**src/rtl/mii_rx_fcs_check.sv**
```systemverilog
// mii_rx_fcs_check: MII receive front end. Strips preamble/SFD, assembles bytes,
// checks the Ethernet FCS with a nibble-serial CRC-32, withholds the four FCS bytes
// from the forwarded stream and reports per-frame status on an end-of-frame strobe.
module mii_rx_fcs_check #(
    parameter int unsigned MIN_LEN = 64,
    parameter int unsigned MAX_LEN = 1518
) (
    input  logic        Clk,
    input  logic        Rst,
    input  logic        Rx_dv,
    input  logic        Rx_er,
    input  logic [3:0]  Rxd,
    output logic [7:0]  Rx_data,
    output logic        Rx_valid,
    output logic        Rx_sof,
    output logic        Rx_eof,
    output logic        Frame_good,
    output logic [4:0]  Frame_status,
    output logic [10:0] Frame_len
);

    localparam int unsigned CNT_W       = 12;
    localparam int unsigned LEN_W       = 11;
    localparam int unsigned DLINE_DEPTH = 4;
    localparam logic [31:0] CRC_POLY    = 32'h04C11DB7;
    localparam logic [31:0] CRC_INIT    = 32'hFFFFFFFF;
    localparam logic [31:0] CRC_RESIDUE = 32'hC704DD7B;

    typedef enum logic [1:0] {
        S_IDLE     = 2'd0,
        S_PREAMBLE = 2'd1,
        S_DATA     = 2'd2,
        S_DROP     = 2'd3
    } state_t;

    state_t                r_state;
    logic [31:0]           r_crc;
    logic [3:0]            r_lo_nib;
    logic                  r_nib_hi;
    logic [CNT_W-1:0]      r_byte_cnt;
    logic [3:0][7:0]       r_dline;
    logic [2:0]            r_dline_cnt;
    logic                  r_first;
    logic                  r_err_rxer;

    logic [31:0]           w_crc_next;
    logic [7:0]            w_byte;
    logic [CNT_W-1:0]      w_cnt_inc;
    logic [CNT_W-1:0]      w_len_raw;
    logic [LEN_W-1:0]      w_len;
    logic [4:0]            w_status;
    logic                  w_dline_full;

    // Shift one nibble, bit 0 first, through the CRC-32 register.
    function automatic logic [31:0] crc_nibble(input logic [31:0] crc, input logic [3:0] nib);
        logic [31:0] c;
        c = crc;
        for (int i = 0; i < 4; i++) begin
            if (c[31] ^ nib[i]) begin
                c = {c[30:0], 1'b0} ^ CRC_POLY;
            end else begin
                c = {c[30:0], 1'b0};
            end
        end
        return c;
    endfunction

    // Next CRC, byte assembly, saturating counts and end-of-frame status terms.
    always_comb begin
        w_crc_next   = crc_nibble(r_crc, Rxd);
        w_byte       = {Rxd, r_lo_nib};
        w_cnt_inc    = (r_byte_cnt == {CNT_W{1'b1}}) ? r_byte_cnt : r_byte_cnt + CNT_W'(1);
        w_len_raw    = (r_byte_cnt < CNT_W'(4)) ? '0 : r_byte_cnt - CNT_W'(4);
        w_len        = (w_len_raw > CNT_W'(2047)) ? {LEN_W{1'b1}} : w_len_raw[LEN_W-1:0];
        w_dline_full = (r_dline_cnt == 3'(DLINE_DEPTH));
        w_status     = {r_err_rxer,
                        r_nib_hi,
                        (r_byte_cnt > CNT_W'(MAX_LEN)),
                        (r_byte_cnt < CNT_W'(MIN_LEN)),
                        (r_crc != CRC_RESIDUE)};
    end

    // Receive FSM with delay line, CRC and registered outputs.
    always_ff @(posedge Clk) begin
        if (Rst) begin
            r_state      <= S_IDLE;
            r_crc        <= CRC_INIT;
            r_lo_nib     <= '0;
            r_nib_hi     <= 1'b0;
            r_byte_cnt   <= '0;
            r_dline      <= '0;
            r_dline_cnt  <= '0;
            r_first      <= 1'b0;
            r_err_rxer   <= 1'b0;
            Rx_data      <= '0;
            Rx_valid     <= 1'b0;
            Rx_sof       <= 1'b0;
            Rx_eof       <= 1'b0;
            Frame_good   <= 1'b0;
            Frame_status <= '0;
            Frame_len    <= '0;
        end else begin
            Rx_valid <= 1'b0;
            Rx_sof   <= 1'b0;
            Rx_eof   <= 1'b0;
            case (r_state)
                S_IDLE: begin
                    if (Rx_dv) begin
                        r_state <= (Rxd == 4'h5) ? S_PREAMBLE : S_DROP;
                    end
                end
                S_PREAMBLE: begin
                    if (!Rx_dv) begin
                        r_state <= S_IDLE;
                    end else if (Rx_er) begin
                        r_state <= S_DROP;
                    end else if (Rxd == 4'h5) begin
                        r_state <= S_PREAMBLE;
                    end else if (Rxd == 4'hD) begin
                        r_state     <= S_DATA;
                        r_crc       <= CRC_INIT;
                        r_nib_hi    <= 1'b0;
                        r_byte_cnt  <= '0;
                        r_dline_cnt <= '0;
                        r_first     <= 1'b1;
                        r_err_rxer  <= 1'b0;
                    end else begin
                        r_state <= S_DROP;
                    end
                end
                S_DATA: begin
                    if (!Rx_dv) begin
                        // Bytes left in the delay line are the FCS and are dropped here.
                        r_state      <= S_IDLE;
                        Rx_eof       <= 1'b1;
                        Frame_status <= w_status;
                        Frame_good   <= (w_status == 5'd0);
                        Frame_len    <= w_len;
                    end else begin
                        r_crc <= w_crc_next;
                        if (Rx_er) begin
                            r_err_rxer <= 1'b1;
                        end
                        if (!r_nib_hi) begin
                            r_lo_nib <= Rxd;
                            r_nib_hi <= 1'b1;
                        end else begin
                            r_nib_hi   <= 1'b0;
                            r_byte_cnt <= w_cnt_inc;
                            r_dline    <= {r_dline[2:0], w_byte};
                            if (w_dline_full) begin
                                Rx_data  <= r_dline[3];
                                Rx_valid <= 1'b1;
                                Rx_sof   <= r_first;
                                r_first  <= 1'b0;
                            end else begin
                                r_dline_cnt <= r_dline_cnt + 3'd1;
                            end
                        end
                    end
                end
                S_DROP: begin
                    if (!Rx_dv) begin
                        r_state <= S_IDLE;
                    end
                end
                default: r_state <= S_IDLE;
            endcase
        end
    end

endmodule

```
**config.mk**
```make
export PLATFORM = sky130hd
export DESIGN_NAME = mii_rx_fcs_check
export DESIGN_NICKNAME = d
export VERILOG_FILES = /design/src/rtl/mii_rx_fcs_check.sv
export SDC_FILE = /design/constraint.sdc
export NUM_CORES = 1
export LEC_CHECK = 0
export CORE_AREA = 2 2 112 114
export CTS_BUF_LIST = sky130_fd_sc_hd__clkbuf_4
export DETAILED_ROUTE_END_ITERATION = 12
export DIE_AREA = 0 0 114 116
export MAX_ROUTING_LAYER = met4
export PLACE_DENSITY = 0.66
export SETUP_SLACK_MARGIN = 0.3
export SLEW_MARGIN = 10
export SYNTH_ARGS = -nofsm -noshare
export SYNTH_HDL_FRONTEND = slang
export SYNTH_SLANG_ARGS = --single-unit
export TNS_END_PERCENT = 20
```
**constraint.sdc**
```tcl
create_clock -name Clk -period 5.7 [get_ports Clk]
set_input_delay 0.57 -clock Clk [delete_from_list [all_inputs] [get_ports Clk]]
set_output_delay 0.57 -clock Clk [all_outputs]
set_load 0.005 [all_outputs]
```
==> impl_metrics.yaml, run 1 <==
global_route:
  antenna_violations_before_repair: 0
  overflow: 0
  use_met1_pct: 23.42
  groute.layer.met3.usage_pct: 4.655
  gr-usage-met2_pct: 27.62
  grt_most_used_layer: "met2"
  track_usage_pct: 18.28
  grt_start_max_net_pins: 52
  grt_pass1_wl_um: 18640
  first_global_vias: 3893
timing:
  grt_setup_unrepaired: "false"
  final-setup-viol-count: 0
  min_clock_period_post_route_ps: 3093
  timing.final.ws_setup_ps: 2607
  max_slew.worst_pin.slew_ps: 1164
  maxClockFrequency_mhz: 323.3
  layout_worst_path_cycle_share_pct: 54.27
  clock-skew-final_ps: 12.57
  totalNegativeSetupSlack_ps: 0
  finalHoldWorstSlack_ps: 446.4
  maxSlewViolCount: 0
  max_slew_margin_pct: 22.03
  hold_viol_final: 0
synth:
  synth_mux_area_share_pct: 0.9528
  post_synth_fa_ha_maj_area_fraction_pct: 1.429
  simple_gate_share_of_the_synthesized_area_pct: 24.96
  synth.cell_area_mm2: 0.005253
  main_combinational_cell_family_by_area_after_synthesis: "simple AND/OR/NAND/NOR gates"
  async_flop_share_pct: 0
  post_synth.cell_area_avg_um2: 8.653
  syn-instance-count: 607
  post_synth_xor_area_fraction_pct: 9.195
  synth-main-ff-cell: "sky130_fd_sc_hd__dfxtp_1"
  syn_nets: 621
  synth_seq_cells: 116
  synth.lib_cells_used.distinct: 60
  yosys_warnings: 0
  synth_enable_flop_cells: 0
  seq_area_frac_synth_pct: 44.21
  synth-compound-area-share_pct: 15.05
floorplanning:
  die_area_mm2: 0.01322
  ios: 36
  width_of_the_die_um: 114
  dieHeight_um: 116
  row_count: 40
  start_util_pct: 44.10
  core-area_mm2: 0.01191
clock_network:
  cts.reportedPaths.clkPinSlew_ps: 110
  cts_hold_repair.buffers: 0
  clk_path_buf_depth: 2
  cts_root_buf: "sky130_fd_sc_hd__clkbuf_4"
  cts_tree: "built"
  cts_sinks: 116
  numCtsBuffers: 17
  clk-insertion-delay-late_ps: 530
  h-tree-depth: 4
  cts_setup_buffers: 0
  cts-resized-gates: 0
outcome:
  outcome: "complete, no violations"
power:
  irDropWorstVdd_mv: 0.1147
  power.static_leakage_uw: 0.002023
  totalPowerFinal_uw: 1695
  power.density_mw_per_mm2: 286.2
job:
  max-cap-violations: 0
routing:
  detailroute.via_count: 4115
  drt-wirelength-per-cell_um: 13.90
  first_iter_violations: 286
  drc: 0
  dr.pass1.iters: 4
  detail-route-antenna-nets: 0
  wirelength_um: 10870
  drt-vias-per-instance: 5.262
final_layout:
  finish.cell_count_without_fillers: 782
  fin_nets: 636
  layout_overhead_on_the_synthesized_area_pct: 12.77
  n_antenna_cell: 0
  layout-drive-gt1-share_pct: 10.87
critical_path:
  worstSetupStartpointType: "input pin"
  critical_path_required_ps: 6140
  critPathCaptureType: "register"
  crit_type: "in2reg"
  r2r_cells: 5
  path_max_fanout: 20
  setup.reg_to_reg.worst_slack_ps: 2670
  cp.arrival_ps: 3530
worst_hold_path:
  hold_path_class: "reg2reg"
  hold_depth: 2
placement:
  gp_congestion: 0.8857
  post-place-cells: 750
  placed_wire_length_estimate_after_detailed_placement_um: 7594
  pre_cts_slack_ps: 2045
  io_buffer_count: 35
[through the flow]
step | util [%] | area [um^2]
4_1_cts | 49.73 | 5923
3_5_place_dp | 47.13 | 5614
3_3_place_gp | 47.13 | 5614
5_1_grt | 49.73 | 5923
6_report | 49.73 | 5923
2_1_floorplan | - | 5253
[final timing paths]
kind / from / endpoint
max: Rx_dv / r_byte_cnt[9]$_SDFFE_PP0P_
min: r_dline[10]$_SDFFE_PP0P_ / r_dline[18]$_SDFFE_PP0P_
max reg2reg: r_state[0]$_SDFFE_PP0P_ / r_byte_cnt[9]$_SDFFE_PP0P_
min reg2reg: r_dline[10]$_SDFFE_PP0P_ / r_dline[18]$_SDFFE_PP0P_
[sequential cells by signal, summed over array words and instances, names as in the netlist, 2 cells and up]
name,flops
Rx_data,8
Frame_status,5
r_dline,32
r_state,2
Frame_len,11
r_crc,32
r_lo_nib,4
r_dline_cnt,3
r_byte_cnt,12
[cells in the final DEF, fill, tap and decap left out, types with 2 or more instances in the layout]
master	synthesis	layout
sky130_fd_sc_hd__ha_1	6	6
sky130_fd_sc_hd__clkinv_4	0	2
sky130_fd_sc_hd__nand3b_1	2	2
sky130_fd_sc_hd__o21bai_1	3	3
sky130_fd_sc_hd__a211oi_2	11	11
sky130_fd_sc_hd__or4_1	5	5
sky130_fd_sc_hd__nor2_1	43	43
sky130_fd_sc_hd__a31oi_1	2	2
sky130_fd_sc_hd__bufinv_16	0	3
sky130_fd_sc_hd__mux2i_1	5	5
sky130_fd_sc_hd__nand2_1	123	123
sky130_fd_sc_hd__nand2b_1	23	23
sky130_fd_sc_hd__dfxtp_1	116	116
sky130_fd_sc_hd__buf_4	2	3
sky130_fd_sc_hd__xnor2_1	29	29
sky130_fd_sc_hd__nor4_1	9	9
sky130_fd_sc_hd__clkinv_2	0	2
sky130_fd_sc_hd__a21oi_1	57	57
sky130_fd_sc_hd__a211oi_1	5	5
sky130_fd_sc_hd__nand3_1	13	13
sky130_fd_sc_hd__and3_1	4	4
sky130_fd_sc_hd__o21ai_1	3	4
sky130_fd_sc_hd__o21ai_0	11	10
sky130_fd_sc_hd__xnor2_2	5	5
sky130_fd_sc_hd__and2_1	2	2
sky130_fd_sc_hd__clkbuf_4	0	17
sky130_fd_sc_hd__nor3_1	10	10
sky130_fd_sc_hd__nor2b_1	2	2
sky130_fd_sc_hd__inv_1	8	8
sky130_fd_sc_hd__o22ai_1	14	14
sky130_fd_sc_hd__nand4b_1	5	5
sky130_fd_sc_hd__inv_6	0	3
sky130_fd_sc_hd__clkinvlp_4	0	5
sky130_fd_sc_hd__o211ai_1	4	4
sky130_fd_sc_hd__xor2_1	9	9
sky130_fd_sc_hd__clkdlybuf4s50_1	0	34
sky130_fd_sc_hd__nor4b_1	3	3
sky130_fd_sc_hd__nand4_1	7	7
[where the power goes]
part | switching, uW | total (uW) | internal, uW
Clock | 329 | 636 | 307
Sequential | 25.5 | 861 | 835
Combinational | 107 | 198 | 91.5
[cells by family after synthesis]
family,Yosys count
xor gates and xnor gates,46
adders and majority gates,6
AOI/OAI and AO/OA,120
DFF,116
and+or+nand+nor,264
buffers and inverters,50
muxes,5
[Yosys cell counts, types with 3 or more instances]
master / n / area (um^2)
sky130_fd_sc_hd__and3_1: 4 / 25.02
sky130_fd_sc_hd__inv_1: 8 / 30.03
sky130_fd_sc_hd__a21oi_1: 57 / 285.3
sky130_fd_sc_hd__o21ai_1: 3 / 15.01
sky130_fd_sc_hd__nor3_1: 10 / 50.05
sky130_fd_sc_hd__o211ai_1: 4 / 30.03
sky130_fd_sc_hd__a211oi_1: 5 / 37.54
sky130_fd_sc_hd__xnor2_1: 29 / 254.0
sky130_fd_sc_hd__o22ai_1: 14 / 87.58
sky130_fd_sc_hd__o21bai_1: 3 / 22.52
sky130_fd_sc_hd__o21ai_0: 11 / 55.05
sky130_fd_sc_hd__xnor2_2: 5 / 81.33
sky130_fd_sc_hd__nand2b_1: 23 / 143.9
sky130_fd_sc_hd__or4_1: 5 / 37.54
sky130_fd_sc_hd__ha_1: 6 / 75.07
sky130_fd_sc_hd__nor4_1: 9 / 56.30
sky130_fd_sc_hd__xor2_1: 9 / 78.83
sky130_fd_sc_hd__clkbuf_1: 25 / 93.84
sky130_fd_sc_hd__buf_2: 14 / 70.07
sky130_fd_sc_hd__dfxtp_1: 116 / 2322
sky130_fd_sc_hd__mux2i_1: 5 / 50.05
sky130_fd_sc_hd__nand4_1: 7 / 43.79
sky130_fd_sc_hd__nand4b_1: 5 / 43.79
sky130_fd_sc_hd__nand2_1: 123 / 461.7
sky130_fd_sc_hd__nor4b_1: 3 / 26.28
sky130_fd_sc_hd__a211oi_2: 11 / 137.6
sky130_fd_sc_hd__nand3_1: 13 / 65.06
sky130_fd_sc_hd__nor2_1: 43 / 161.4
[layout make-up]
cell class | instances | area (um^2)
clock buffers | 17 | 127.6
flip-flops and latches | 116 | 2322
repair buffers | 38 | 367.9
inverters | 8 | 30.03
multi-input cells | 441 | 2710
fillers | 1160 | 5988
clock inverters | 15 | 181.4
well taps | 147 | 183.9
[metal layers]
layer  vias to the layer above  wire length, um
met2                        65             4933
met3                        15              415
met4                         0              164
met1                      1912             5352
li1                       2123                -
met5                         -                0
[worst max-delay path, cell delays in order]
cell and delay [ps]:
sky130_fd_sc_hd__clkdlybuf4s50_1 500, sky130_fd_sc_hd__nor3b_2 960, sky130_fd_sc_hd__a31oi_2 330, sky130_fd_sc_hd__a21oi_1 810
sky130_fd_sc_hd__nand2_1 120, sky130_fd_sc_hd__o31ai_1 230
(Power assumes the default switching activity.)
==> inputs of run 2 (changes only) <==
Clock period 5.7 ns to 3.2 ns, I/O delays scaled along.
==> impl_metrics.yaml, run 2 (synthesis results as in run 1) <==
placement:
  io_buffer_count: 35
  post-place-cells: 757
  placed_wire_length_estimate_after_detailed_placement_um: 7647
  post_dp_cell_area_mm2: 0.005667
  gp_congestion: 0.8519
routing:
  first_iter_violations: 306
  drt-wirelength-per-cell_um: 14.33
  drt-vias-per-instance: 5.398
  wirelength_um: 11300
  detail-route-antenna-nets: 0
  dr.pass1.iters: 6
  drc: 0
  detailroute.via_count: 4259
timing:
  clock-skew-final_ps: 20.55
  layout_worst_path_cycle_share_pct: 69.70
  totalNegativeSetupSlack_ps: 0
  max_slew.worst_pin.slew_ps: 787.7
  maxSlewViolCount: 0
  max_slew_margin_pct: 47.00
  hold_viol_final: 0
  grt_setup_unrepaired: "false"
  min_clock_period_post_route_ps: 2231
  final-setup-viol-count: 0
  finalHoldWorstSlack_ps: 365.6
  maxClockFrequency_mhz: 448.3
final_layout:
  fillers: 1183
  layout_overhead_on_the_synthesized_area_pct: 12.39
  layout-drive-gt1-share_pct: 11.68
  regArea_mm2: 0.002322
  final_cell_mix: "123 x sky130_fd_sc_hd__nand2_1, 116 x sky130_fd_sc_hd__dfxtp_1, 57 x sky130_fd_sc_hd__a21oi_1"
  n_antenna_cell: 0
  top_regs: "r_crc (32), r_dline (32), r_byte_cnt (12)"
  final_core_utilization_pct: 49.56
  final_common_cell: "sky130_fd_sc_hd__nand2_1"
  fin_nets: 643
  finish.cell_count_without_fillers: 789
  design_area_mm2: 0.005903
  multi_input_area_mm2: 0.002710
outcome:
  outcome: "complete, no violations"
global_route:
  grt_start_max_net_pins: 44
  overflow: 0
  antenna_violations_before_repair: 0
  first_global_vias: 3906
  grt_pass1_wl_um: 18770
  track_usage_pct: 18.51
clock_network:
  clk-insertion-delay-late_ps: 530
  cts.reportedPaths.clkPinSlew_ps: 110
  numCtsBuffers: 17
  cts_sinks: 116
  clk_path_buf_depth: 2
  cts_tree: "built"
  cts_root_buf: "sky130_fd_sc_hd__clkbuf_4"
  h-tree-depth: 4
  cts-resized-gates: 0
  cts_hold_repair.buffers: 0
  cts_setup_buffers: 0
power:
  irDropWorstVdd_mv: 0.1818
  share_seq_of_total_power_pct: 54.8
  power.density_mw_per_mm2: 473.6
  pwr-share-comb_pct: 13.0
  internal-power_uw: 1985
  power_switching_uw: 810.9
  power.clock.fraction_pct: 32.2
  power.static_leakage_uw: 0.002025
  power.share.switching_pct: 29.00
floorplanning:
  start_util_pct: 44.10
  core-area_mm2: 0.01191
  dieHeight_um: 116
  ios: 36
  row_count: 40
  width_of_the_die_um: 114
  die_area_mm2: 0.01322
job:
  max-cap-violations: 0
critical_path:
  critPathCaptureType: "register"
  timing.critical_path.cells: "nor3b_2 > a31oi_2 > nand4_2 > or4_1 > nand2_1"
  gate_family_responsible_for_the_most_delay_along_the_worst_path: "simple AND/OR/NAND/NOR gates"
  cp.arrival_ps: 2710
  worst_path_largest_cell_delay_ps: 600
  worstSetupStartpointType: "register"
  crit-reg2reg-capture: "r_byte_cnt[7]$_SDFFE_PP0P_"
  timing.critical_path.slowest_stage_cell: "sky130_fd_sc_hd__dfxtp_1"
  critical_path_required_ps: 3680
  r2r_cells: 5
  critPathBufInv: 0
  path_max_fanout: 13
  startpoint_of_the_lowest_slack_register_to_register_path: "r_state[0]$_SDFFE_PP0P_"
  setup.reg_to_reg.worst_slack_ps: 970
  crit_type: "reg2reg"
worst_hold_path:
  worstHoldStart: "Rst"
  hold_path_class: "in2reg"
  hold_depth: 2
  hold_path_end: "r_byte_cnt[1]$_SDFFE_PP0P_"
[run 2: cell types whose count changed in the layout (fill, tap and decap cells not counted)]
| cell | change |
|---|---|
| sky130_fd_sc_hd__buf_4 | +7 |
| sky130_fd_sc_hd__bufinv_16 | -3 |
| sky130_fd_sc_hd__clkbuf_4 | +3 |
| sky130_fd_sc_hd__clkinv_1 | +1 |
| sky130_fd_sc_hd__clkinv_4 | +2 |
| sky130_fd_sc_hd__inv_6 | -3 |
[run 2: metrics by stage]
step                      total power, uW  worst slack [ps]
after detailed placement             1927             647.6
after floorplan                      1835              1306
after global routing                 2927             815.9
final                                2796             969.5
after CTS                            2830              1002
after global placement               1923             709.7
[run 2: per-layer routing]
layer	vias to the layer above	share of wire [%]	global-route usage, %
met5	-	0	-
li1	2132	-	-
met2	100	43	27.10
met1	2001	50	24.38
met3	26	4.0	4.550
met4	0	2.3	7.886
[run 2: area by class of cell]
type	count	area share (%)
multi-input cells	441	45.91
flip-flops and latches	116	39.34
repair buffers	45	7.122
well taps	147	3.116
clock buffers	20	2.543
clock inverters	12	1.462
inverters	8	0.5087
[run 2: how the worst max path moves through the flow]
stage	from	cells past startpoint	end	slack [ps]
after floorplan	r_byte_cnt[2]$_SDFFE_PP0P_	8	Frame_len[0]$_SDFFE_PP0P_	1310
after global placement	Rx_dv	6	r_byte_cnt[7]$_SDFFE_PP0P_	710
after detailed placement	Rx_dv	6	r_byte_cnt[7]$_SDFFE_PP0P_	650
after CTS	r_state[0]$_SDFFE_PP0P_	5	r_byte_cnt[7]$_SDFFE_PP0P_	1000
after global routing	r_state[0]$_SDFFE_PP0P_	6	r_crc[7]$_SDFFE_PP1P_	820
final	r_state[0]$_SDFFE_PP0P_	5	r_byte_cnt[7]$_SDFFE_PP0P_	970
[run 2: power by group through the flow]
| stage | clock network [uW] | logic (uW) | registers [uW] |
|---|---|---|---|
| finish | 900 | 363 | 1530 |
| global route | 990 | 399 | 1540 |
| CTS | 932 | 365 | 1530 |
| detailed placement | 0 | 361 | 1570 |
| global placement | 0 | 358 | 1560 |
| floorplan | 0 | 284 | 1550 |
==> inputs of run 3 (changes only) <==
Clock period 3.2 ns to 2.2 ns, I/O delays scaled along.
==> impl_metrics.yaml, run 3 (synthesis results as in run 1) <==
outcome:
  outcome: "complete, no violations"
critical_path:
  worst_path_largest_cell_delay_ps: 390
  crit-reg2reg-capture: "Frame_len[8]$_SDFFE_PP0P_"
  path_depth: 8
  critical_path_required_ps: 2610
  crit_type: "reg2reg"
  r2r_cells: 8
  critPathCaptureType: "register"
  startpoint_of_the_lowest_slack_register_to_register_path: "r_byte_cnt[2]$_SDFFE_PP0P_"
  timing.critical_path.cells: "inv_4 > ha_4 > or3b_4 > nor3_4 > nor3_2 > a211oi_2 > buf_4 > a211oi_2"
  worstSetupStartpointType: "register"
  path_max_fanout: 5
  timing.critical_path.mode_cell: "sky130_fd_sc_hd__a211oi_2"
  critPathBufInv: 2
  cp.arrival_ps: 2300
  gate_family_responsible_for_the_most_delay_along_the_worst_path: "simple AND/OR/NAND/NOR gates"
  timing.critical_path.slowest_stage_cell: "sky130_fd_sc_hd__or3b_4"
  setup.reg_to_reg.worst_slack_ps: 310
floorplanning:
  ios: 36
  dieHeight_um: 116
  row_count: 40
  core-area_mm2: 0.01191
  die_area_mm2: 0.01322
  width_of_the_die_um: 114
  start_util_pct: 44.10
timing:
  timing.final.ws_setup_ps: 310.6
  final-setup-viol-count: 0
  grt_setup_unrepaired: "true"
  totalNegativeSetupSlack_ps: 0
  layout_worst_path_cycle_share_pct: 85.88
  max_slew.worst_pin.slew_ps: 539.0
  max_slew_margin_pct: 64.07
  maxSlewViolCount: 0
  finalHoldWorstSlack_ps: 180.8
  hold_viol_final: 0
  maxClockFrequency_mhz: 529.3
  min_clock_period_post_route_ps: 1889
  clock-skew-final_ps: 14.77
worst_hold_path:
  hold_depth: 2
  hold_path_end: "r_byte_cnt[1]$_SDFFE_PP0P_"
  worstHoldStart: "Rst"
  hold_path_class: "in2reg"
final_layout:
  final_cell_mix: "123 x sky130_fd_sc_hd__nand2_1, 109 x sky130_fd_sc_hd__dfxtp_1, 57 x sky130_fd_sc_hd__a21oi_1"
  layout_overhead_on_the_synthesized_area_pct: 20.25
  fin_nets: 673
  layout-drive-gt1-share_pct: 18.03
  design_area_mm2: 0.006316
  top_regs: "r_crc (32), r_dline (32), r_byte_cnt (12)"
  final_common_cell: "sky130_fd_sc_hd__nand2_1"
clock_network:
  cts_tree: "built"
  cts_root_buf: "sky130_fd_sc_hd__clkbuf_4"
  clk-insertion-delay-late_ps: 520
  cts_hold_repair.buffers: 0
  numCtsBuffers: 17
  clk_path_buf_depth: 2
  h-tree-depth: 4
  cts.reportedPaths.clkPinSlew_ps: 100
  cts_sinks: 116
power:
  power.static_leakage_uw: 0.002230
  irDropWorstVdd_mv: 0.4082
  pwr-share-comb_pct: 13.6
  internal-power_uw: 3252
  power.density_mw_per_mm2: 700.8
  power.share.switching_pct: 26.54
  power_switching_uw: 1175
  share_seq_of_total_power_pct: 50.3
  power.clock.fraction_pct: 36.1
routing:
  first_iter_violations: 268
  drt-wirelength-per-cell_um: 14.10
  detailroute.via_count: 4382
  wirelength_um: 11550
  drc: 0
  detail-route-antenna-nets: 0
  drt-vias-per-instance: 5.350
  dr.pass1.iters: 4
placement:
  placed_wire_length_estimate_after_detailed_placement_um: 7771
  post_dp_cell_area_mm2: 0.005862
  io_buffer_count: 35
  gp_congestion: 0.8732
  pre_cts_slack_ps: 36.11
global_route:
  overflow: 0
  track_usage_pct: 19.54
  grt_pass1_wl_um: 19870
  grt_start_max_net_pins: 37
  antenna_violations_before_repair: 1
  first_global_vias: 4087
job:
  max-cap-violations: 0
==> run 3: area by class of cell <==
type	count	area [um^2]
tap	147	183.9
inverter	8	32.53
timing repair buffer	75	686.9
multi-input combinational	441	2778
clock inverter	13	161.4
fill	1132	5595
antenna	1	2.502
sequential	116	2336
clock buffer	18	135.1
==> run 3: routing by layer <==
layer / vias up / routed length, um / share of wire [%] / global-route usage [%]
li1: 2205 / - / - / -
met1: 2080 / 5695 / 49 / 25.55
met2: 82 / 5251 / 45 / 28.93
met3: 15 / 399 / 3.5 / 4.655
met4: 0 / 204 / 1.8 / 8.374
met5: - / 0 / 0 / -
==> run 3: worst max path at each step <==
stage                               start                          to
2_1_floorplan  r_byte_cnt[2]$_SDFFE_PP0P_   Frame_len[0]$_SDFFE_PP0P_
3_5_place_dp                       Rxd[2]  r_byte_cnt[1]$_SDFFE_PP0P_
4_1_cts        r_byte_cnt[3]$_SDFFE_PP0P_   Frame_len[8]$_SDFFE_PP0P_
6_report       r_byte_cnt[2]$_SDFFE_PP0P_   Frame_len[8]$_SDFFE_PP0P_
3_3_place_gp                       Rxd[2]  r_byte_cnt[1]$_SDFFE_PP0P_
5_1_grt            r_crc[13]$_SDFFE_PP1P_     Frame_good$_SDFFE_PP0P_
==> run 3: stage by stage <==
step | std cells | power (uW) | utilization [%]
2_1_floorplan | 607 | 2670 | -
3_3_place_gp | 778 | 2862 | 49.21
3_5_place_dp | 778 | 2871 | 49.21
4_1_cts | 817 | 4475 | 52.49
5_1_grt | 819 | 4654 | 53.03
6_report | 819 | 4426 | 53.03
==> run 3: power by group through the flow <==
| stage | Sequential [uW] | Clock, uW | Combinational, uW |
|---|---|---|---|
| 4_1_cts | 2230 | 1650 | 600 |
| 3_3_place_gp | 2280 | 0 | 587 |
| 5_1_grt | 2240 | 1750 | 663 |
| 3_5_place_dp | 2280 | 0 | 595 |
| 2_1_floorplan | 2260 | 0 | 413 |
| 6_report | 2230 | 1600 | 600 |
==> run 3: timing repair <==
item	CTS	global route
buffers inserted	7	1
pin swaps	3	3
resized for setup	13	13
gates cloned	1	0
setup endpoints to repair	12	34
